$ cat config.mk
export PLATFORM = sky130hd
export DESIGN_NAME = seq_alu_core_flat
export DESIGN_NICKNAME = d
export VERILOG_FILES = /design/src/rtl/seq_alu_pkg.sv /design/src/rtl/seq_alu_core_if.sv /design/src/rtl/seq_alu_mult.sv /design/src/rtl/seq_alu_core.sv /design/src/flat_wrapper.sv
export SDC_FILE = /design/constraint.sdc
export NUM_CORES = 1
export LEC_CHECK = 0
export ABC_AREA = 1
export CAP_MARGIN = 0
export CORE_ASPECT_RATIO = 1.1
export CORE_MARGIN = 1.5
export CORE_UTILIZATION = 25
export DETAILED_ROUTE_END_ITERATION = 12
export SLEW_MARGIN = 20
export SYNTH_ARGS = -nofsm -noshare
export SYNTH_HDL_FRONTEND = slang
export SYNTH_SLANG_ARGS = --single-unit
$ cat constraint.sdc
create_clock -name clk -period 4.6 [get_ports clk]
set_input_delay 0.69 -clock clk [delete_from_list [all_inputs] [get_ports clk]]
set_output_delay 0.69 -clock clk [all_outputs]
set_load 0.02 [all_outputs]
$ cat src/rtl/seq_alu_pkg.sv
// seq_alu_pkg: shared opcode/state enums and flag indices for seq_alu_core.
package seq_alu_pkg;
   typedef enum logic [3:0] {
      OP_ADD  = 4'd0,  OP_SUB  = 4'd1,  OP_AND  = 4'd2,  OP_OR   = 4'd3,
      OP_XOR  = 4'd4,  OP_NOT  = 4'd5,  OP_SHR  = 4'd6,  OP_SHL  = 4'd7,
      OP_ADC  = 4'd8,  OP_SBB  = 4'd9,  OP_MUL  = 4'd10, OP_MULH = 4'd11,
      OP_CMP  = 4'd12, OP_PASS = 4'd13, OP_ASR  = 4'd14, OP_RSV  = 4'd15
   } opcode_e;

   localparam int FLAG_V = 3;
   localparam int FLAG_C = 2;
   localparam int FLAG_N = 1;
   localparam int FLAG_Z = 0;

   typedef enum logic [1:0] {S_IDLE, S_MUL, S_DONE} state_e;

   // Single-cycle path only; MUL/MULH reach here solely when the multiplier is absent.
   function automatic logic writes_acc(opcode_e op);
      return !(op inside {OP_CMP, OP_RSV, OP_MUL, OP_MULH});
   endfunction

   function automatic logic is_reserved(opcode_e op);
      return op inside {OP_RSV, OP_MUL, OP_MULH};
   endfunction
endpackage

$ cat src/rtl/seq_alu_core_if.sv
// seq_alu_core_if: operand/result handshake bundle between producer/consumer and the ALU core.
interface seq_alu_core_if #(parameter int WIDTH = 8);
   logic             in_valid;
   logic             in_ready;
   logic [3:0]       opcode;
   logic             use_acc;
   logic [WIDTH-1:0] op_a;
   logic [WIDTH-1:0] op_b;
   logic             out_valid;
   logic             out_ready;
   logic [WIDTH-1:0] result;
   logic [3:0]       flags;
   logic [WIDTH-1:0] acc;

   modport master (
      output in_valid, opcode, use_acc, op_a, op_b, out_ready,
      input  in_ready, out_valid, result, flags, acc
   );

   modport slave (
      input  in_valid, opcode, use_acc, op_a, op_b, out_ready,
      output in_ready, out_valid, result, flags, acc
   );
endinterface

$ cat src/rtl/seq_alu_mult.sv
// seq_alu_mult: WIDTH-step right-shifting shift-add multiplier, one step per enabled cycle.
module seq_alu_mult #(
   parameter int WIDTH = 8
) (
   input  logic               clk,
   input  logic               rst_n,
   input  logic               ena_i,
   input  logic               start_i,
   input  logic [WIDTH-1:0]   a_i,
   input  logic [WIDTH-1:0]   b_i,
   output logic               done_o,
   output logic [2*WIDTH-1:0] prod_o
);
   localparam int CW = (WIDTH > 1) ? $clog2(WIDTH) : 1;

   logic [WIDTH-1:0]   a_q, b_q;
   logic [2*WIDTH-1:0] prod_q, prod_d;
   logic [CW-1:0]      cnt_q;
   logic               busy_q;
   logic [WIDTH:0]     sum;

   // Add into the upper half, then shift the whole product right; low bits collect the finished LSBs.
   always_comb begin
      sum    = {1'b0, prod_q[2*WIDTH-1:WIDTH]} + (b_q[0] ? {1'b0, a_q} : '0);
      prod_d = {sum, prod_q[WIDTH-1:1]};
   end

   assign done_o = busy_q & ena_i & (cnt_q == CW'(WIDTH - 1));
   assign prod_o = prod_d;

   always_ff @(posedge clk or negedge rst_n) begin
      if (!rst_n) begin
         a_q    <= '0;
         b_q    <= '0;
         prod_q <= '0;
         cnt_q  <= '0;
         busy_q <= 1'b0;
      end else if (ena_i) begin
         if (start_i) begin
            a_q    <= a_i;
            b_q    <= b_i;
            prod_q <= '0;
            cnt_q  <= '0;
            busy_q <= 1'b1;
         end else if (busy_q) begin
            prod_q <= prod_d;
            b_q    <= b_q >> 1;
            cnt_q  <= cnt_q + 1'b1;
            if (done_o) busy_q <= 1'b0;
         end
      end
   end
endmodule

$ cat src/rtl/seq_alu_core.sv
// seq_alu_core: handshaked sequential ALU with accumulator, registered {V,C,N,Z} flags
// and an optional multi-cycle multiplier.
module seq_alu_core
   import seq_alu_pkg::*;
#(
   parameter int WIDTH  = 8,
   parameter bit MUL_EN = 1'b1
) (
   input  logic          clk,
   input  logic          rst_n,
   input  logic          ena,
   seq_alu_core_if.slave bus
);
   state_e             state_q;
   logic [WIDTH-1:0]   result_q, acc_q;
   logic [3:0]         flags_q;
   logic               out_valid_q, mulh_q;

   opcode_e            op;
   logic [WIDTH-1:0]   a, b;
   logic               cin, accept, is_mul;
   logic [WIDTH:0]     add_s, sub_s;
   logic [WIDTH-1:0]   alu_res;
   logic               alu_c, alu_v;
   logic [3:0]         alu_flags;

   logic               mul_done, mul_hnz;
   logic [2*WIDTH-1:0] prod;
   logic [WIDTH-1:0]   mul_res;
   logic [3:0]         mul_flags;

   assign op     = opcode_e'(bus.opcode);
   assign a      = bus.use_acc ? acc_q : bus.op_a;
   assign b      = bus.op_b;
   assign cin    = flags_q[FLAG_C];
   assign is_mul = MUL_EN && (op == OP_MUL || op == OP_MULH);
   assign accept = ena & bus.in_valid & (state_q == S_IDLE);

   always_comb begin
      add_s   = {1'b0, a} + {1'b0, b} + {{WIDTH{1'b0}}, cin & (op == OP_ADC)};
      sub_s   = {1'b0, a} - {1'b0, b} - {{WIDTH{1'b0}}, cin & (op == OP_SBB)};
      alu_res = '0;
      alu_c   = 1'b0;
      alu_v   = 1'b0;
      case (op)
         OP_ADD, OP_ADC: begin
            alu_res = add_s[WIDTH-1:0];
            alu_c   = add_s[WIDTH];
            alu_v   = (a[WIDTH-1] == b[WIDTH-1]) && (alu_res[WIDTH-1] != a[WIDTH-1]);
         end
         OP_SUB, OP_SBB, OP_CMP: begin
            alu_res = sub_s[WIDTH-1:0];
            alu_c   = sub_s[WIDTH];
            alu_v   = (a[WIDTH-1] != b[WIDTH-1]) && (alu_res[WIDTH-1] != a[WIDTH-1]);
         end
         OP_AND:  alu_res = a & b;
         OP_OR:   alu_res = a | b;
         OP_XOR:  alu_res = a ^ b;
         OP_NOT:  alu_res = ~a;
         OP_PASS: alu_res = b;
         OP_SHR: begin
            alu_res = {1'b0, a[WIDTH-1:1]};
            alu_c   = a[0];
         end
         OP_SHL: begin
            alu_res = {a[WIDTH-2:0], 1'b0};
            alu_c   = a[WIDTH-1];
         end
         OP_ASR: begin
            alu_res = {a[WIDTH-1], a[WIDTH-1:1]};
            alu_c   = a[0];
         end
         default: alu_res = '0;
      endcase
      alu_flags = is_reserved(op) ? 4'b0000 : {alu_v, alu_c, alu_res[WIDTH-1], alu_res == '0};
   end

   generate
      if (MUL_EN) begin : g_mul
         seq_alu_mult #(.WIDTH(WIDTH)) u_mult (
            .clk     (clk),
            .rst_n   (rst_n),
            .ena_i   (ena),
            .start_i (accept & is_mul),
            .a_i     (a),
            .b_i     (b),
            .done_o  (mul_done),
            .prod_o  (prod)
         );
      end else begin : g_nomul
         assign mul_done = 1'b0;
         assign prod     = '0;
      end
   endgenerate

   assign mul_res   = mulh_q ? prod[2*WIDTH-1:WIDTH] : prod[WIDTH-1:0];
   assign mul_hnz   = |prod[2*WIDTH-1:WIDTH];
   assign mul_flags = {mul_hnz, mul_hnz, mul_res[WIDTH-1], mul_res == '0};

   always_ff @(posedge clk or negedge rst_n) begin
      if (!rst_n) begin
         state_q     <= S_IDLE;
         result_q    <= '0;
         flags_q     <= '0;
         acc_q       <= '0;
         out_valid_q <= 1'b0;
         mulh_q      <= 1'b0;
      end else if (ena) begin
         case (state_q)
            S_IDLE: if (bus.in_valid) begin
               if (is_mul) begin
                  mulh_q  <= (op == OP_MULH);
                  state_q <= S_MUL;
               end else begin
                  result_q    <= alu_res;
                  flags_q     <= alu_flags;
                  if (writes_acc(op)) acc_q <= alu_res;
                  out_valid_q <= 1'b1;
                  state_q     <= S_DONE;
               end
            end
            S_MUL: if (mul_done) begin
               result_q    <= mul_res;
               flags_q     <= mul_flags;
               acc_q       <= mul_res;
               out_valid_q <= 1'b1;
               state_q     <= S_DONE;
            end
            S_DONE: if (bus.out_ready) begin
               out_valid_q <= 1'b0;
               state_q     <= S_IDLE;
            end
            default: state_q <= S_IDLE;
         endcase
      end
   end

   assign bus.in_ready  = ena & (state_q == S_IDLE);
   assign bus.out_valid = out_valid_q;
   assign bus.result    = result_q;
   assign bus.flags     = flags_q;
   assign bus.acc       = acc_q;
endmodule

$ cat src/flat_wrapper.sv
// flat-port wrapper written by rule: the top's interface ports become plain ports
module seq_alu_core_flat import seq_alu_pkg::*;
#(
   parameter int WIDTH  = 8,
   parameter bit MUL_EN = 1'b1
)
  (clk, rst_n, ena, bus_in_valid, bus_opcode, bus_use_acc, bus_op_a, bus_op_b, bus_out_ready, bus_in_ready, bus_out_valid, bus_result, bus_flags, bus_acc);
  seq_alu_core_if #(.WIDTH(WIDTH)) bus_i ();
  input  logic clk;
  input  logic rst_n;
  input  logic ena;
  input wire logic [$bits(bus_i.in_valid)-1:0] bus_in_valid;
  input wire logic [$bits(bus_i.opcode)-1:0] bus_opcode;
  input wire logic [$bits(bus_i.use_acc)-1:0] bus_use_acc;
  input wire logic [$bits(bus_i.op_a)-1:0] bus_op_a;
  input wire logic [$bits(bus_i.op_b)-1:0] bus_op_b;
  input wire logic [$bits(bus_i.out_ready)-1:0] bus_out_ready;
  output wire logic [$bits(bus_i.in_ready)-1:0] bus_in_ready;
  output wire logic [$bits(bus_i.out_valid)-1:0] bus_out_valid;
  output wire logic [$bits(bus_i.result)-1:0] bus_result;
  output wire logic [$bits(bus_i.flags)-1:0] bus_flags;
  output wire logic [$bits(bus_i.acc)-1:0] bus_acc;
  assign bus_i.in_valid = bus_in_valid;
  assign bus_i.opcode = bus_opcode;
  assign bus_i.use_acc = bus_use_acc;
  assign bus_i.op_a = bus_op_a;
  assign bus_i.op_b = bus_op_b;
  assign bus_i.out_ready = bus_out_ready;
  assign bus_in_ready = bus_i.in_ready;
  assign bus_out_valid = bus_i.out_valid;
  assign bus_result = bus_i.result;
  assign bus_flags = bus_i.flags;
  assign bus_acc = bus_i.acc;
  seq_alu_core #(.WIDTH(WIDTH), .MUL_EN(MUL_EN)) u_core (.clk(clk), .rst_n(rst_n), .ena(ena), .bus(bus_i));
endmodule
Yosys cells after proc, flatten, opt, wreduce, memory -nomap -nowiden
Index checks and enable logic that the tools add are counted.

Register bits after elaboration: 60. Bits of input ports: 26. Output and inout port bits: 22. Logic and storage cells: 117.

$add $sub $neg: 6. Equality and inequality tests: 27. Multiplexer cells: 38. Bitwise gates (word level): 12. Reductions and logical operators: 23.

Operator list (count): $mux 8 (11); $pmux 8 s10 (1); $eq 4x4->1 const B (8); $mux 16 (2); $pmux 8 s2 (2); $eq 4x3->1 const B (4); $logic_not 8->1 (2); $mux 4 (4); $reduce_and 6->1 (2); $ne 2x2->1 const B (5); $add 8x8->9 (1); $add 8x9->9 (1); $add 9x1->9 (1); $sub 8x8->9 (1); $sub 9x1->9 (1); $and 1x1->1 (8); $and 8x8->8 (1); $eq 4x2->1 const B (2); $mux 2 (4); $not 8->8 (1); $or 8x8->8 (1); $pmux 4 s2 (1); $reduce_and 4->1 (2); $reduce_or 8->1 (1); other kinds (25) (39).

Longest topological paths before layout
Gate-level depths: netlist of run 1.

Depth after elaboration: 10. Mapped depth: 20. Gate-level depth less buffers: 20.

Cells and area by module
A second synthesis of run 1 with hierarchy kept.

Cell total of the unflattened synthesis: 786. Area, all modules: 5098.6 µm².

Modules (own cells, without submodules): seq_alu_core (times used 1, cells each 537, area an instance 3170.5 µm², sequential area each 600.6 µm²); seq_alu_mult (times used 1, cells each 249, area an instance 1928.1 µm², sequential area each 875.8 µm²).

Least setup slack after synthesis of run 1
No wires, ideal clock.

Path kind: input to register. From: input port bus_use_acc. To: register u_core.flags_q[1], in the netlist u_core.bus.flags[1]. Library setup time: 119 ps. Arrival time: 2754 ps. Data required time: 4481 ps. Slack: 1727 ps. Cell stages on the path: 15. Path buffers: 0. Path through: clkinv_1 -> o21ai_1 -> inv_1 -> ha_1 -> ha_1 -> nand2_1 -> nor2_1 -> nor2_1 -> nand3_1 -> nand3_1 -> nand3_1 -> nand2_1 -> o21ai_0 -> nor2_1 -> nor2_1.

Longest elaborated chain between the ends: 8. Elaborated cells between the ends (all ways): 14. Classes of those cells: 4 x add/sub; 6 x mux; 4 x bitwise.

Ends and longest elaborated chain: start, declared (RTL line flat_wrapper.sv:14) `input wire logic [$bits(bus_i.use_acc)-1:0] bus_use_acc;`; $mux 8 * (RTL line seq_alu_core.sv:33) `assign a = bus.use_acc ? acc_q : bus.op_a;`; named net u_core.a[5] (RTL line seq_alu_core.sv:20) `logic [WIDTH-1:0] a, b;`; $sub 8x8->9 / $add 8x8->9 (equally long branches) (RTL line seq_alu_core.sv:41, seq_alu_core.sv:40); $sub 9x1->9 / $add 9x1->9 (equally long branches) (RTL line seq_alu_core.sv:41, seq_alu_core.sv:40); $pmux 8 s10 * (RTL line seq_alu_core.sv:45) `case (op)`; $mux 4 * (RTL line seq_alu_core.sv:75) `alu_flags = is_reserved(op) ? 4'b0000 : {alu_v, alu_c, alu_res[WIDTH-1], alu_res == '0};`; $mux 4 * (RTL line seq_alu_core.sv:111) `if (is_mul) begin`; $mux 4 * (RTL line seq_alu_core.sv:110) `S_IDLE: if (bus.in_valid) begin`; $pmux 4 s2 * (RTL line seq_alu_core.sv:109) `case (state_q)`; end signal, assigned (RTL line seq_alu_core.sv:116) `flags_q <= alu_flags;`; end signal, assigned (RTL line seq_alu_core.sv:124) `flags_q <= mul_flags;`; end, declared (RTL line seq_alu_core.sv:16) `logic [3:0] flags_q;`.

Mark *: on every way through the listed nets, which the timed path passes. The rest lies on a longest branch. The select of a mux whose other input is x is not followed. A chain may end at the register's enable or synchronous reset.

Worst setup path after layout of run 1
From: input port bus_use_acc. To: register u_core.flags_q[0], in the netlist u_core.bus.flags[0].

Longest elaborated chain between the ends: 9. Elaborated cells between the ends (all ways): 15. Classes of those cells: 4 x add/sub; 6 x mux; 4 x bitwise; 1 x reduce/logical.

Ends and longest elaborated chain (RTL line): $mux 8 * (seq_alu_core.sv:33); $sub 8x8->9 / $add 8x8->9 (equally long branches) (seq_alu_core.sv:41, seq_alu_core.sv:40); $sub 9x1->9 / $add 9x1->9 (equally long branches) (seq_alu_core.sv:41, seq_alu_core.sv:40); $pmux 8 s10 * (seq_alu_core.sv:45); $logic_not 8->1 * (seq_alu_core.sv:75); $mux 4 * (seq_alu_core.sv:75); $mux 4 * (seq_alu_core.sv:111); $mux 4 * (seq_alu_core.sv:110); $pmux 4 s2 * (seq_alu_core.sv:109).

Mark *: on every way between the ends. The rest lies on a longest branch, timed or not. The select of a mux whose other input is x is not followed.

==> impl_metrics.py, run 1 <==
metrics = {
    "clock_network": {
        "clk_latency_ns": 0.33,
        "ctsLongestPathBuffers": 2,
        "cts_resized": 0,
        "cts.clk_slew.worst_paths_ns": 0.05,
        "cts_made_buffers": 9,
        "cts_tree": "done",
        "clock-sinks": 59,
        "htree_levels": 3,
        "cts_setup_buffers": 0,
        "postCtsHoldBufs": 0,
        "cts_root_buffer": "clkbuf_16",
    },
    "final_layout": {
        "fin_util": 0.3117,
        "mostFrequentLayoutCell": "nand2_1",
        "final_cell_mix": "nand2_1, inv_1, nor2_1",
        "fin_nets": 837,
        "n_antenna_cell": 0,
        "syn2layout_area_growth_pct": 20.86,
        "drive_gt1_frac": 0.04150,
    },
    "sta": {
        "rsz0062_at_grt": "no",
        "worst_slew_pin_slew_ns": 0.9756,
        "finalSetupTns_ns": 0,
        "min_period_over_period": 0.8381,
        "setup_violations": 0,
        "clock_skew_ns": 0.007773,
        "max_freq_mhz": 259.4,
        "drv_slew": 0,
        "report.final.hold_viol_count": 0,
        "relSlewSlack": 0.3427,
        "min_period_ns": 3.855,
    },
    "synth": {
        "synth_area_leaders": "dfrtp_1, nand2_1, ha_1",
        "syn_nets": 790,
        "avgSynthCellArea_um2": 6.655,
        "synth.distinct_cells": 39,
        "ys_seq_area_frac": 0.3077,
        "yosys.area.top_type": "dfrtp_1",
        "syn-cell-area_mm2": 0.004798,
        "yosysTopAreaCellShare": 0.3077,
        "async_flop_share": 1.000,
        "syn_inst": 721,
        "yosysWarnings": 0,
        "yosys_register_bits": 59,
        "ys.flop_type": "dfrtp_1",
        "synth-edff-count": 0,
    },
    "pwr": {
        "pwr_density_cell_mw_per_mm2": 515.4,
        "intPower_mw": 1.669,
        "power_frac_comb": 0.499,
        "p_switching_mw": 1.320,
        "p_sw_frac": 0.4417,
        "vdd_ir_drop_max_uv": 202.3,
        "p_leak_nw": 2.979,
        "p_clk_frac": 0.205,
        "p_seq_frac": 0.296,
    },
    "detailed_routing": {
        "routed_wl_um": 15330,
        "viasPerCell": 4.740,
        "via_count": 4806,
        "wire_per_inst_um": 15.11,
        "antenna_left": 0,
        "drt_iter0_markers": 417,
        "drt-pass1-iter-count": 5,
        "drc_errors": 0,
    },
    "die": {
        "num_rows": 52,
        "die_h_um": 148.3,
        "die_w_um": 135.1,
        "core_area_mm2": 0.01861,
        "ios": 48,
        "die_area_mm2": 0.02003,
        "initial_core_util": 0.2579,
    },
    "grt": {
        "antenna_found_initial": 0,
        "grt_pass1_vias": 4649,
        "grt_first_pass_wirelength_um": 24590,
        "gr-usage-all-layers": 0.1579,
        "grt-ovfl-total": 0,
        "grt_max_degree": 48,
    },
    "worst_setup_path": {
        "r2r_cells": 10,
        "crit_path_end_kind": "flip-flop",
        "cp_max_fo": 11,
        "path_class": "input pin to flip-flop",
        "crit_path_start_kind": "input pin",
        "rrSetupSlack_ns": 1.58,
        "cp_data_arrival_time_ns": 4.12,
        "cp.required_ns": 4.87,
    },
    "status": {
        "outcome": "finished clean",
    },
    "placement": {
        "place.gp.congestion": 0.9228,
        "portBuffers": 47,
        "dpl.hpwl_um": 12180,
    },
    "hold_path": {
        "hold_path_class": "input pin to async pin",
    },
    "flow_run": {
        "maxCapViolations": 0,
    },
}
per-stage QoR:
step,hold WS (ns),power [mW],setup WS (ns),instance area (um^2),instances
finish,0.2647,2.989,0.7446,5799,1014
global route,0.3023,3.235,0.4401,5799,1014
CTS,0.2740,2.999,0.8734,5799,1014
detailed placement,0.4691,2.371,0.5291,5530,1000
global placement,0.4611,2.368,0.5216,5530,1000
floorplan,0.3944,1.845,1.727,4798,721
synthesized netlist by cell type, types with 4 or more instances:
library cell / instances
a21oi_1: 18
buf_2: 9
o21ai_0: 42
dfrtp_1: 59
nand3b_1: 4
nand4_1: 12
fa_1: 5
nand3_1: 70
nor2_1: 74
o22ai_1: 7
ha_1: 38
o21ai_1: 7
nand2_1: 231
o211ai_1: 9
inv_1: 95
xor2_1: 4
clkbuf_1: 6
final cells by class:
| class | instances | area, um^2 |
|---|---|---|
| clock buffer | 12 | 256.5 |
| clock inverter | 2 | 12.51 |
| fill | 2077 | 12810 |
| inverter | 100 | 380.4 |
| multi-input combinational | 546 | 2867 |
| sequential | 59 | 1476 |
| tap | 243 | 304.0 |
| timing repair buffer | 52 | 503.0 |
critical path, stage by stage:
cell             delay, ns
clkdlybuf4s50_1       0.42
buf_4                 0.18
o21ai_0               0.78
ha_1                  0.49
ha_1                  0.46
nand2_1               0.08
nand2_1               0.10
inv_1                 0.06
nand2_1               0.07
nand2_1               0.06
nand3_1               0.07
nand2_1               0.07
nor2_1                0.15
nand3_1               0.10
nor2_1                0.09
nand3_1               0.07
nand2_1               0.06
nand2_1               0.05
nand2_1               0.06
kinds of logic after synthesis:
group,Yosys count,share of synthesized area
simple gates,400,0.3471
buf+inv,116,0.09491
compound gates,97,0.1192
flops,59,0.3077
fa+ha+maj,43,0.1199
xor+xnor,5,0.009126
mux,1,0.002086
power groups by stage:
stage	Combinational [mW]	Clock (mW)	Sequential, mW
floorplan	0.908	0	0.937
global placement	1.47	0	0.893
detailed placement	1.48	0	0.890
CTS	1.49	0.624	0.885
global route	1.68	0.643	0.915
finish	1.49	0.612	0.885
routing by layer:
layer / wire length, um / vias to the layer above / GRT usage
met5: 0 / - / 0
met4: 427 / 0 / 0.05591
met3: 770 / 28 / 0.02249
met2: 7034 / 125 / 0.2533
met1: 7092 / 2244 / 0.2161
li1: - / 2409 / -
path summary, 6_finish.rpt:
check / startpoint / endpoint
max in group asynchronous: rst_n / u_core.g_mul.u_mult.b_q[2]
max: bus_use_acc / u_core.bus.flags[0]
min in group clk: u_core.g_mul.u_mult.cnt_q[0] / u_core.g_mul.u_mult.cnt_q[0]
min: rst_n / u_core.g_mul.u_mult.prod_q[4]
min reg2reg: u_core.g_mul.u_mult.cnt_q[0] / u_core.g_mul.u_mult.cnt_q[0]
max reg2reg: u_core.state_q[1] / u_core.g_mul.u_mult.prod_q[11]
sequential cells by signal (all words and copies together) (netlist names):
signal and cells:
u_core.g_mul.u_mult.prod_q 15, u_core.bus.out_valid 1, u_core.g_mul.u_mult.cnt_q 3, u_core.bus.acc 8
u_core.bus.flags 4, u_core.state_q 2, u_core.g_mul.u_mult.a_q 8, u_core.g_mul.u_mult.b_q 8
u_core.mulh_q 1, u_core.bus.result 8, u_core.g_mul.u_mult.busy_q 1
Note: power is estimated with default switching activity, not from simulation.
==> inputs of run 2 (changes only) <==
==> constraint.sdc (replaced) <==
create_clock -name clk -period 3.6 [get_ports clk]
set_input_delay 0.54 -clock clk [delete_from_list [all_inputs] [get_ports clk]]
set_output_delay 0.54 -clock clk [all_outputs]
set_load 0.02 [all_outputs]
==> impl_metrics.py, run 2 (same netlist as run 1, synthesis figures left out) <==
metrics = {
    "die": {
        "die_h_um": 148.3,
        "ios": 48,
        "core_area_mm2": 0.01861,
        "die_area_mm2": 0.02003,
        "initial_core_util": 0.2579,
        "die_w_um": 135.1,
        "num_rows": 52,
    },
    "final_layout": {
        "mostFrequentLayoutCell": "nand2_1",
        "syn2layout_area_growth_pct": 26.21,
        "seq_area_mm2": 0.001476,
        "largest_reg_flops": 15,
        "final_cell_mix": "nand2_1, inv_1, nor2_1",
        "regMostFlops": "u_core.g_mul.u_mult.prod_q",
        "fin_nets": 860,
        "drive_gt1_frac": 0.07412,
        "multi_input_area_mm2": 0.002869,
        "n_antenna_cell": 0,
        "final_cell_area_mm2": 0.006056,
        "fillers": 2040,
    },
    "clock_network": {
        "cts_root_buffer": "clkbuf_16",
        "clock-sinks": 59,
        "cts_tree": "done",
        "cts.clk_slew.worst_paths_ns": 0.05,
        "cts_made_buffers": 9,
        "cts_setup_buffers": 0,
        "htree_levels": 3,
        "ctsLongestPathBuffers": 2,
        "clk_latency_ns": 0.33,
    },
    "detailed_routing": {
        "viasPerCell": 4.746,
        "wire_per_inst_um": 14.93,
        "drt-pass1-iter-count": 5,
        "antenna_left": 0,
        "routed_wl_um": 15510,
        "via_count": 4931,
        "drc_errors": 0,
        "drt_iter0_markers": 327,
    },
    "sta": {
        "relSlewSlack": 0.3761,
        "report.final.hold_viol_count": 0,
        "drv_slew": 0,
        "finalSetupTns_ns": 0,
        "min_period_over_period": 0.9373,
        "rsz0062_at_grt": "no",
        "max_freq_mhz": 296.4,
        "clock_skew_ns": 0.005511,
        "worst_slew_pin_slew_ns": 0.9359,
        "min_period_ns": 3.374,
        "setup_violations": 0,
    },
    "worst_setup_path": {
        "path_class": "input pin to flip-flop",
        "r2r_cells": 13,
        "crit_path_start_kind": "input pin",
        "cp.required_ns": 3.81,
        "regToRegEndpoint": "u_core.bus.result[6]",
        "crit_path_end_kind": "flip-flop",
        "cp_max_fo": 11,
        "cp_data_arrival_time_ns": 3.58,
        "regToRegStartpoint": "u_core.bus.acc[0]",
        "rrSetupSlack_ns": 0.74,
    },
    "placement": {
        "portBuffers": 47,
        "dpl.hpwl_um": 12420,
        "placed_area_mm2": 0.005703,
        "place.gp.congestion": 0.9415,
    },
    "pwr": {
        "finalPower_mw": 4.129,
        "vdd_ir_drop_max_uv": 226.8,
        "p_leak_nw": 3.128,
        "pwr_density_cell_mw_per_mm2": 681.9,
    },
    "flow_run": {
        "maxCapViolations": 0,
    },
    "grt": {
        "grtUsageMet2": 0.2633,
        "grt_util_met3": 0.02693,
        "grt_use_met1": 0.2148,
        "grt-ovfl-total": 0,
        "grt_max_degree": 47,
        "grt_first_pass_wirelength_um": 25100,
        "antenna_found_initial": 0,
        "grt_pass1_vias": 4879,
        "gr-usage-all-layers": 0.1626,
        "grt.busiest_layer": "met2",
    },
    "status": {
        "outcome": "finished clean",
    },
    "hold_path": {
        "hold_path_class": "input pin to async pin",
    },
}
==> run 2: cell types whose count changed in the layout (fill, tap and decap cells not counted) <==
cell	previous run	this run
clkbuf_1	1	0
nor2_1	74	73
nor2_2	1	2
bufinv_16	0	3
inv_6	0	1
clkbuf_8	2	1
buf_4	5	28
==> run 2: final cells by class <==
type	instances	share of cell area
clock buffers	10	0.03946
clock inverters	6	0.01839
inverters	100	0.06281
multi-input cells	546	0.4738
flip-flops and latches	59	0.2438
well taps	243	0.05021
repair buffers	75	0.1116
==> run 2: worst max-delay path: stages <==
cell,delay [ns]
clkdlybuf4s50_1,0.48
buf_4,0.18
nand2_1,0.07
nand2_1,0.22
inv_1,0.17
fa_1,0.44
fa_1,0.44
inv_1,0.12
nand4_1,0.13
nand3_1,0.09
nand2_1,0.07
nand3_1,0.09
nand3_1,0.15
mux2i_1,0.27
o21ai_0,0.12
==> run 2: worst max-delay path by stage <==
stage,depth (start not counted),to,from
after global routing,19,u_core.bus.flags[0],bus_use_acc
after CTS,15,u_core.bus.result[6],bus_use_acc
after floorplan,15,u_core.bus.flags[1],bus_use_acc
after global placement,19,u_core.bus.flags[0],bus_opcode[0]
final,15,u_core.bus.result[6],bus_use_acc
after detailed placement,15,u_core.bus.result[6],bus_use_acc
==> run 2: per-stage QoR <==
step	utilization	worst slack [ns]	std cells	hold slack, ns
global route	0.3254	0.01439	1039	0.4277
floorplan	-	0.8774	721	0.2444
global placement	0.3065	-0.05384	1023	0.4627
finish	0.3254	0.2256	1039	0.3425
detailed placement	0.3065	-0.09302	1023	0.4697
CTS	0.3253	0.2626	1039	0.3830
==> run 2: layer usage <==
metal | routed length (um) | up-vias
li1 | - | 2473
met1 | 7109 | 2278
met2 | 7164 | 152
met3 | 757 | 28
met4 | 480 | 0
met5 | 0 | -
==> run 2: what timing repair did <==
action / 4_1_cts / 5_1_grt
endpoints found under the setup margin: 0 / 1
resized for setup: 0 / 1
hold buffers: 0 / 0
==> run 2: power by group <==
part / leakage [nW] / total (mW) / internal [mW] / switching (mW)
Combinational: 2.19 / 1.98 / 0.761 / 1.22
Sequential: 0.768 / 1.13 / 0.933 / 0.199
Clock: 0.169 / 1.01 / 0.695 / 0.318
